`config.mk`:
```
export PLATFORM = sky130hd
export DESIGN_NAME = gaussian_column_feeder
export DESIGN_NICKNAME = d
export VERILOG_FILES = /design/src/rtl/gaussian_column_feeder.sv
export SDC_FILE = /design/constraint.sdc
export NUM_CORES = 1
export LEC_CHECK = 0
export BUFFER_PORTS_ARGS = -buffer_cell sky130_fd_sc_hd__buf_2
export CORE_ASPECT_RATIO = 0.5
export CORE_MARGIN = 2
export CORE_UTILIZATION = 40
export DETAILED_ROUTE_END_ITERATION = 6
export SYNTH_ARGS = -nofsm -noshare
export SYNTH_HDL_FRONTEND = slang
export SYNTH_SLANG_ARGS = --single-unit
```
`constraint.sdc`:
```
create_clock -name clk -period 4.1 [get_ports clk]
set_input_delay 0.41 -clock clk [delete_from_list [all_inputs] [get_ports clk]]
set_output_delay 0.41 -clock clk [all_outputs]
set_load 0.01 [all_outputs]
```
`src/rtl/gaussian_column_feeder.sv`:
```
// Frame-buffered feeder for a 5x5 Gaussian filter: loads a raster image, then
// streams 5-tall vertical columns band by band under one unbroken enable run.
module gaussian_column_feeder #(
  parameter int BIT_LENGTH = 5,
  parameter int IMG_WIDTH  = 16,
  parameter int IMG_HEIGHT = 16
) (
  input  logic                  clk,
  input  logic                  reset,
  input  logic                  in_valid,
  input  logic [BIT_LENGTH-1:0] pixel_in,
  output logic                  in_ready,
  output logic [BIT_LENGTH-1:0] pixel_out1,
  output logic [BIT_LENGTH-1:0] pixel_out2,
  output logic [BIT_LENGTH-1:0] pixel_out3,
  output logic [BIT_LENGTH-1:0] pixel_out4,
  output logic [BIT_LENGTH-1:0] pixel_out5,
  output logic                  enable,
  output logic                  done
);

  localparam int DEPTH = IMG_WIDTH * IMG_HEIGHT;
  localparam int BANDS = IMG_HEIGHT - 4;
  localparam int IDX_W = (DEPTH > 1) ? $clog2(DEPTH) : 1;
  localparam int COL_W = (IMG_WIDTH > 1) ? $clog2(IMG_WIDTH) : 1;
  localparam int ROW_W = (BANDS > 1) ? $clog2(BANDS) : 1;

  typedef enum logic [1:0] {LOAD, STREAM, DONE} state_t;

  state_t                  state;
  logic [IDX_W-1:0]        wr_idx;
  logic [IDX_W-1:0]        rd_base;
  logic [ROW_W-1:0]        band;
  logic [COL_W-1:0]        col;
  logic [BIT_LENGTH-1:0]   mem [DEPTH];
  logic [IDX_W-1:0]        rd_addr [5];
  logic                    accept;
  logic                    last_col;
  logic                    last_band;

  assign in_ready  = (state == LOAD);
  assign accept    = in_valid && in_ready;
  assign last_col  = (col == COL_W'(IMG_WIDTH - 1));
  assign last_band = (band == ROW_W'(BANDS - 1));

  always_ff @(posedge clk) begin
    if (accept) mem[wr_idx] <= pixel_in;
  end

  // Raster order makes (r,c) -> next column a plain +1, so rd_base is
  // r*W+c and each tap is a whole image row further down.
  always_comb begin
    for (int k = 0; k < 5; k++) begin
      rd_addr[k] = rd_base + IDX_W'(k * IMG_WIDTH);
    end
  end

  always_ff @(posedge clk or posedge reset) begin
    if (reset) begin
      state      <= LOAD;
      wr_idx     <= '0;
      rd_base    <= '0;
      band       <= '0;
      col        <= '0;
      enable     <= 1'b0;
      done       <= 1'b0;
      pixel_out1 <= '0;
      pixel_out2 <= '0;
      pixel_out3 <= '0;
      pixel_out4 <= '0;
      pixel_out5 <= '0;
    end else begin
      case (state)
        LOAD: begin
          enable     <= 1'b0;
          pixel_out1 <= '0;
          pixel_out2 <= '0;
          pixel_out3 <= '0;
          pixel_out4 <= '0;
          pixel_out5 <= '0;
          if (accept) begin
            if (wr_idx == IDX_W'(DEPTH - 1)) begin
              wr_idx <= '0;
              state  <= STREAM;
            end else begin
              wr_idx <= wr_idx + 1'b1;
            end
          end
        end
        STREAM: begin
          enable     <= 1'b1;
          pixel_out1 <= mem[rd_addr[0]];
          pixel_out2 <= mem[rd_addr[1]];
          pixel_out3 <= mem[rd_addr[2]];
          pixel_out4 <= mem[rd_addr[3]];
          pixel_out5 <= mem[rd_addr[4]];
          rd_base    <= rd_base + 1'b1;
          if (last_col) begin
            col <= '0;
            if (last_band) state <= DONE;
            else           band  <= band + 1'b1;
          end else begin
            col <= col + 1'b1;
          end
        end
        DONE: begin
          enable     <= 1'b0;
          done       <= 1'b1;
          pixel_out1 <= '0;
          pixel_out2 <= '0;
          pixel_out3 <= '0;
          pixel_out4 <= '0;
          pixel_out5 <= '0;
        end
        default: state <= LOAD;
      endcase
    end
  end

endmodule

```
* Word-level counts from Yosys, hierarchy flattened
Memories as Yosys holds them, arrays and structs flattened. Cells that the tools add are included. W data, S select, Z words.
Word-level totals: bits in registers 53, logic and storage cells 54, memories kept 1, input bits 8, bits in writable memories 1280
Operators by class: reductions and logical operators 7, mux-type cells 15, bitwise operators 2, equality and inequality tests 9, $add $sub $neg 8
Memories:
- mem | words 256, width 5, read ports 5, clocked after memory_dff 0, wr ports 1, line 35 | logic [BIT_LENGTH-1:0] mem [DEPTH];
Operator list (number):
- $pmux W5 S2 | 5
- $add A8 B1 Y8 const B | 2
- $add A8 B6 Y8 const B | 2
- $add A4 B1 Y4 const B | 2
- $add A8 B5 Y8 const B | 1
- $add A8 B7 Y8 const B | 1
- $eq A4 B4 Y1 const B | 2
- $eq A8 B8 Y1 const B | 1
- $mux W2 | 4
- $mux W8 | 1
- $pmux W2 S3 | 1
- $reduce_and A5 Y1 | 1
- $mux W4 | 1
- $ne A2 B1 Y1 const B | 2
- $ne A2 B2 Y1 const B | 2
- $reduce_and A3 Y1 | 1
- $eq A2 B1 Y1 const B | 1
- $eq A2 B2 Y1 const B | 1
- $logic_not A2 Y1 | 1
- $mux W1 | 2
- $not A1 Y1 | 2
- $pmux W1 S2 | 1
- $reduce_and A2 Y1 | 1
- $reduce_bool A2 Y1 | 1
- other kinds (2) | 2

* Longest topological paths before layout
Gate-level depths: netlist of run 1.
depth after elaboration 4, depth in mapped cells 13, gate-level depth less buffers 9

* Worst setup path after synthesis of run 1
No wires, ideal clock.
path type register to register, start point register rd_base[5], end point register pixel_out4[0], arrival 3083 ps, required time 3978 ps, setup time 122 ps, stages on the path, launching flop included 12, path slack 896 ps, cells stage by stage dfrtp_1 -> clkbuf_1 -> inv_2 -> clkbuf_1 -> clkbuf_1 -> ha_1 -> xor2_1 -> nor2_1 -> a32o_1 -> a2111oi_2 -> o221ai_1 -> a32o_1
On the way: cells in the longest elaborated chain, start to end 3
Ends and longest elaborated chain:
- start, declared | line 32 | logic [IDX_W-1:0] rd_base;
- start signal, assigned | line 97 | rd_base <= rd_base + 1'b1;
- $add A8 B6 Y8 | line 54 | rd_addr[k] = rd_base + IDX_W'(k * IMG_WIDTH);
- $mem_v2 Z256 W5
- $pmux W5 S2 | line 73 | case (state)
- end signal, assigned | line 95 | pixel_out4 <= mem[rd_addr[3]];
- end, declared | line 16 | output logic [BIT_LENGTH-1:0] pixel_out4,
No other way between the ends. A chain may end at the register's enable or synchronous reset.

* Final worst setup path of run 1
start point register rd_base[2], end point register pixel_out5[0]
On the way: cells in the longest elaborated chain, start to end 3
Ends and longest elaborated chain:
- $add A8 B7 Y8 | line 54
- $mem_v2 Z256 W5
- $pmux W5 S2 | line 73
- end signal, assigned | line 96 | pixel_out5 <= mem[rd_addr[4]];
- end, declared | line 17 | output logic [BIT_LENGTH-1:0] pixel_out5,
No other way between the ends.

==> results of run 1 <==
critical path, delay by kind of cell, from the launching register on:
family | cells | cell delay, ps
flip-flops | 1 | 630
multiplexers | 2 | 610
buffers and inverters | 1 | 280
AND/OR/NAND/NOR | 1 | 330
AO/OA/AOI/OAI | 4 | 1850
flip-flops by register name, indices dropped and copies added, names as in the netlist:
register / cells
pixel_out2: 5
pixel_out3: 5
wr_idx: 8
state: 2
pixel_out1: 5
pixel_out5: 5
enable: 1
pixel_out4: 5
band: 4
done: 1
col: 4
mem: 1280
rd_base: 8
per-layer routing:
metal  vias to the layer above  track usage (%)  wire [µm]
met5                         -                0          0
met4                         0            5.585       3647
met3                       194            5.237      15460
met2                      1458            33.60      70740
met1                     16100            33.12      68160
li1                      12550                -          -
cell usage after synthesis, drive strengths merged, types with 6 or more instances:
cell / number / area [µm²]
inv: 15 / 56.30
o221ai: 7 / 61.31
a221oi: 81 / 728.2
nand2: 147 / 551.8
xnor2: 19 / 166.4
clkbuf: 107 / 401.6
xor2: 6 / 52.55
nand3: 47 / 235.2
o211ai: 14 / 105.1
and3: 7 / 43.79
a31oi: 13 / 81.33
edfxtp: 1280 / 38440
a211oi: 18 / 135.1
a22o: 7 / 61.31
dfrtp: 53 / 1326
o21ai: 66 / 330.3
buf: 88 / 693.2
a22oi: 50 / 375.4
nand4: 8 / 50.05
o221a: 7 / 78.82
nor2: 332 / 1246
and2: 9 / 56.31
nor2b: 13 / 81.33
mux4: 302 / 6817
nor3: 13 / 65.06
a311oi: 6 / 52.55
ha: 11 / 137.6
mux2i: 164 / 1642
mux2: 17 / 191.4
a21oi: 43 / 215.2
final cells by class:
| cell class | count | area, µm² | area share, % |
|---|---|---|---|
| diodes | 5 | 12.51 | 0.02027 |
| clock buffers | 152 | 3152 | 5.107 |
| clock inverters | 64 | 579.3 | 0.9387 |
| inverters | 16 | 61.31 | 0.09935 |
| multi-input cells | 1479 | 14190 | 22.99 |
| flip-flops and latches | 1333 | 39780 | 64.46 |
| well taps | 1813 | 2268 | 3.676 |
| repair buffers | 196 | 1670 | 2.707 |
cells by family after synthesis:
kind of cell	Yosys count	synth area share [%]
flip-flops	1333	72.21
AND/OR/NAND/NOR	596	4.474
multiplexers	483	15.71
AO/OA/AOI/OAI	364	4.863
buffers and inverters	211	2.097
XOR/XNOR	25	0.3976
adder cells (fa/ha/maj)	11	0.2499
what timing repair did:
item / in CTS / in global routing
gates resized for setup: 0 / 0
hold endpoints to repair: 35 / 0
hold buffers: 1 / 0
report_power, final:
group          leakage [nW]  internal [mW]  total (mW)  switching [mW]
Clock                  1.82           5.99        10.9            4.96
Combinational          6.27         0.0270       0.256           0.229
Sequential             12.1           14.9        14.9         0.00195
Total                  20.2           20.9        26.1            5.19
final timing paths:
kind,endpoint,depth (start not counted),startpoint
setup / recovery,pixel_out5[0],8,rd_base[2]
hold / removal,mem[170][0],1,pixel_in[0]
setup reg to reg,pixel_out5[0],8,rd_base[2]
hold reg to reg,done,1,done
max in group asynchronous,rd_base[4],4,reset
min in group asynchronous,band[1],3,reset
==> results.json, run 1 <==
{
  "status": "finished clean",
  "grt_pass1_wl_mm": 225.0,
  "syn_nets": 3042,
  "coreArea_um2": 136900,
  "critPathLaunchType": "register",
  "cts.sink_count": 1333,
  "place.port_buffers": 35,
  "drv_slew": 0,
  "fmax_ghz": 0.2577,
  "finalInstanceArea_um2": 61710,
  "final-setup-viol-count": 0,
  "grt_usage_pct": 22.44,
  "numCtsBuffers": 116,
  "final.setup.tns_ps": 0,
  "wirelength_mm": 158.0,
  "vias": 30300,
  "syn_area_um2": 55070,
  "wire_per_inst_um": 31.24,
  "rsz0062_at_grt": "false",
  "place_hpwl_mm": 105.6,
  "critPathArrivalTime_ps": 4490,
  "syn_inst": 3023,
  "finalNetCount": 3161,
  "period_share_pct": 94.64,
  "hp-class": "in -> reg",
  "die_height_um": 266.4,
  "cts_buffer_depth": 3,
  "gp_congestion": 1.023,
  "grt-ovfl-total": 0,
  "drc_errors": 0,
  "clock_latency_ps": 760,
  "antenna_found_initial": 7,
  "reg2reg_setup_slack_ps": 220,
  "synth_edf_count": 1280,
  "grt_pass1_vias": 29760,
  "cp_slowest_stage_delay_ps": 880,
  "p_leak_nw": 20.23,
  "io_pins": 36,
  "required_ps": 4710,
  "pre_cts_slack_ps": 374.1,
  "yosysSeqAreaShare_pct": 72.21,
  "fin_util_pct": 45.07,
  "die_w_um": 528.7,
  "stdcell_count": 5058,
  "tightest_slew_ps": 1111,
  "finClkSkew_ps": 46.98,
  "num_rows": 96,
  "critical_path.cell_chain": "and2_4, buf_4, a221oi_1, a21oi_1, o21ai_0, mux4_2, mux2i_1, a2111oi_1",
  "dp.cells": 4836,
  "critPathKind": "reg -> reg",
  "p_per_area_nw_per_um2": 423.1,
  "fillers": 11640,
  "tritoncts": "done",
  "maxCapViolCount": 0,
  "cp-end-kind": "register",
  "cp_max_fo": 18,
  "yosysWarnings": 0,
  "die-area_um2": 140800,
  "slew_headroom_pct": 25.18,
  "postSynthRegisterBits": 1333,
  "drive_gt1_share_pct": 21.67,
  "fin_hold_ws_ps": 146.7,
  "area_growth_syn_to_layout_pct": 12.07,
  "finalPower_mw": 26.11,
  "yosysUniqueCellTypes": 74,
  "antenna_left": 0,
  "worst_slack_ps": 219.9,
  "postCtsSetupRepairBufs": 0,
  "firstDrtPassIters": 6,
  "place_area_um2": 57960,
  "cts_max_level": 3,
  "start_util_pct": 40.21,
  "final_hold_viol_count": 0,
  "synth-main-ff-cell": "edfxtp_1",
  "grt_max_degree": 129,
  "mostFrequentLayoutCells": "edfxtp_1 (1280), nor2_1 (331), mux4_2 (298)",
  "clock_tree.root_cell": "clkbuf_16",
  "avgSynthCellArea_um2": 18.22,
  "ys_async_sr_fraction_pct": 3.976,
  "fin_crit_ps": 3880,
  "layout_commonest_cell": "edfxtp_1",
  "cts.reportedPaths.clkPinSlew_ps": 70,
  "drtIter0Drc": 4087,
  "viasPerCell": 5.990,
  "slowest_stage": "o21ai_0",
  "irDropWorstVdd_v": 0.0003280
}
Power figures use the tool's default switching activity.
==> inputs of run 2 (changes only) <==
Settings changed: CORE_MARGIN 2 to not set.
==> run 2 against run 1 <==
- setup slack improved by 170 ps
- first-iteration DRC count decreased by 5.3%
- maximum frequency increased by 4.6%
- non-clock buffer count decreased by 4
- hold slack improved by 51 ps
- critical path depth increased by 1
- clock skew decreased by 5.7 ps
- utilization increased by 0.57 points
- sequential share of layout area decreased by 0.076 points
- highest routed layer is now met5
==> results.json, run 2 (same netlist as run 1, synthesis figures left out) <==
{
  "cts.reportedPaths.clkPinSlew_ps": 80,
  "critPathKind": "reg -> reg",
  "postCtsSetupRepairBufs": 0,
  "rsz0062_at_grt": "false",
  "fillers": 11370,
  "grt_pass1_vias": 29850,
  "finalInstanceArea_um2": 61780,
  "drv_slew": 0,
  "largest_register": "mem",
  "critPathLaunchType": "register",
  "p_per_area_nw_per_um2": 425.4,
  "cts_buffer_depth": 3,
  "area_growth_syn_to_layout_pct": 12.20,
  "post_cts_resized": 0,
  "p_leak_nw": 20.26,
  "finalPower_mw": 26.28,
  "wirelength_mm": 157.3,
  "grt_max_degree": 129,
  "pre_cts_slack_ps": 488.6,
  "clock_latency_ps": 770,
  "numCtsBuffers": 119,
  "critPathArrivalTime_ps": 4340,
  "startpoint": "rd_base[2]",
  "mostFrequentLayoutCells": "edfxtp_1 (1280), nor2_1 (331), mux4_2 (298)",
  "cp-end-kind": "register",
  "maxCapViolCount": 0,
  "largest_reg_flops": 1280,
  "die_height_um": 264.4,
  "clock_tree.root_cell": "clkbuf_16",
  "grt_usage_pct": 22.65,
  "required_ps": 4730,
  "layout_commonest_cell": "edfxtp_1",
  "hp-class": "in -> reg",
  "fin_crit_ps": 3711,
  "wire_per_inst_um": 31.22,
  "drive_gt1_share_pct": 21.58,
  "postCtsHoldBufs": 1,
  "die-area_um2": 139200,
  "drc_errors": 0,
  "cp_max_fo": 20,
  "antenna_found_initial": 5,
  "tritoncts": "done",
  "antenna_left": 0,
  "cts.sink_count": 1333,
  "final.setup.tns_ps": 0,
  "coreArea_um2": 135400,
  "final-setup-viol-count": 0,
  "vias": 30670,
  "period_share_pct": 90.50,
  "finalNetCount": 3160,
  "viasPerCell": 6.087,
  "grt-ovfl-total": 0,
  "place_area_um2": 57960,
  "grt_pass1_wl_mm": 225.7,
  "reg2reg_from": "rd_base[2]",
  "tightest_slew_ps": 1418,
  "drtIter0Drc": 3871,
  "start_util_pct": 40.67,
  "place.port_buffers": 35,
  "gp_congestion": 0.9870,
  "fmax_ghz": 0.2695,
  "worst_slack_ps": 389.4,
  "finClkSkew_ps": 41.27,
  "status": "finished clean",
  "io_pins": 36,
  "cts_max_level": 3,
  "slew_headroom_pct": 5.070,
  "final_hold_viol_count": 0,
  "hold_path_startpoint": "pixel_in[0]",
  "die_w_um": 526.7,
  "firstDrtPassIters": 7,
  "top_regs": "mem (1280), rd_base (8), wr_idx (8)",
  "place_hpwl_mm": 105.0,
  "irDropWorstVdd_v": 0.0003705,
  "num_rows": 95
}
[run 2: cell types whose count changed in the layout (fill, tap and decap cells not counted), moves of 2 or more]
cell	change
buf_12	+4
clkinv_1	+8
clkinv_2	+2
buf_4	-8
buf_6	-2
diode_2	-4
clkbuf_1	-2
[run 2: per-layer routing]
layer / track usage [%] / up-vias / part of all wire, %
li1: - / 12570 / -
met1: 34.48 / 16270 / 44
met3: 4.602 / 240 / 9.5
met2: 33.18 / 1588 / 44
met5: 0 / - / 0.0083
met4: 5.723 / 2 / 2.5
[run 2: report_power, final]
group	leakage (nW)	internal [mW]	switching [mW]	total, mW
Clock	1.86	6.06	5.06	11.1
Combinational	6.26	0.0261	0.229	0.255
Sequential	12.1	14.9	0.00181	14.9
[run 2: worst max-delay path: stages (launching register included)]
cell and delay (ps):
dfrtp_4 580, nor2b_4 410, buf_4 380, buf_4 270, a221oi_1 120, o21ai_0 540
nand2_1 250, mux4_2 540, o221ai_1 290, o211ai_1 150
[run 2: final cells by class]
type	count	area, µm²	share of cell area, %
clock buffer	148	3128	5.063
tap	1794	2245	3.633
antenna	1	2.502	0.004050
sequential	1333	39780	64.39
multi-input combinational	1479	14180	22.96
clock inverter	76	688.2	1.114
timing repair buffer	192	1695	2.744
inverter	16	61.31	0.09923
[run 2: per-stage QoR]
stage          std cells  hold WS (ps)  utilization [%]
6_report            5039         197.7            45.64
5_1_grt             5038         240.8            45.63
4_1_cts             5038         225.2            45.63
3_5_place_dp        4813         490.4            42.81
3_3_place_gp        4813         475.8            42.81
2_1_floorplan       3023         451.2                -
[run 2: path summary, 6_finish.rpt]
kind,end,slack [ps],cells past startpoint
max in group asynchronous,rd_base[3],2680,4
min in group asynchronous,band[3],410,3
setup / recovery,pixel_out2[1],390,9
hold reg to reg,band[3],500,1
setup reg to reg,pixel_out2[1],390,9
hold / removal,mem[88][0],200,1
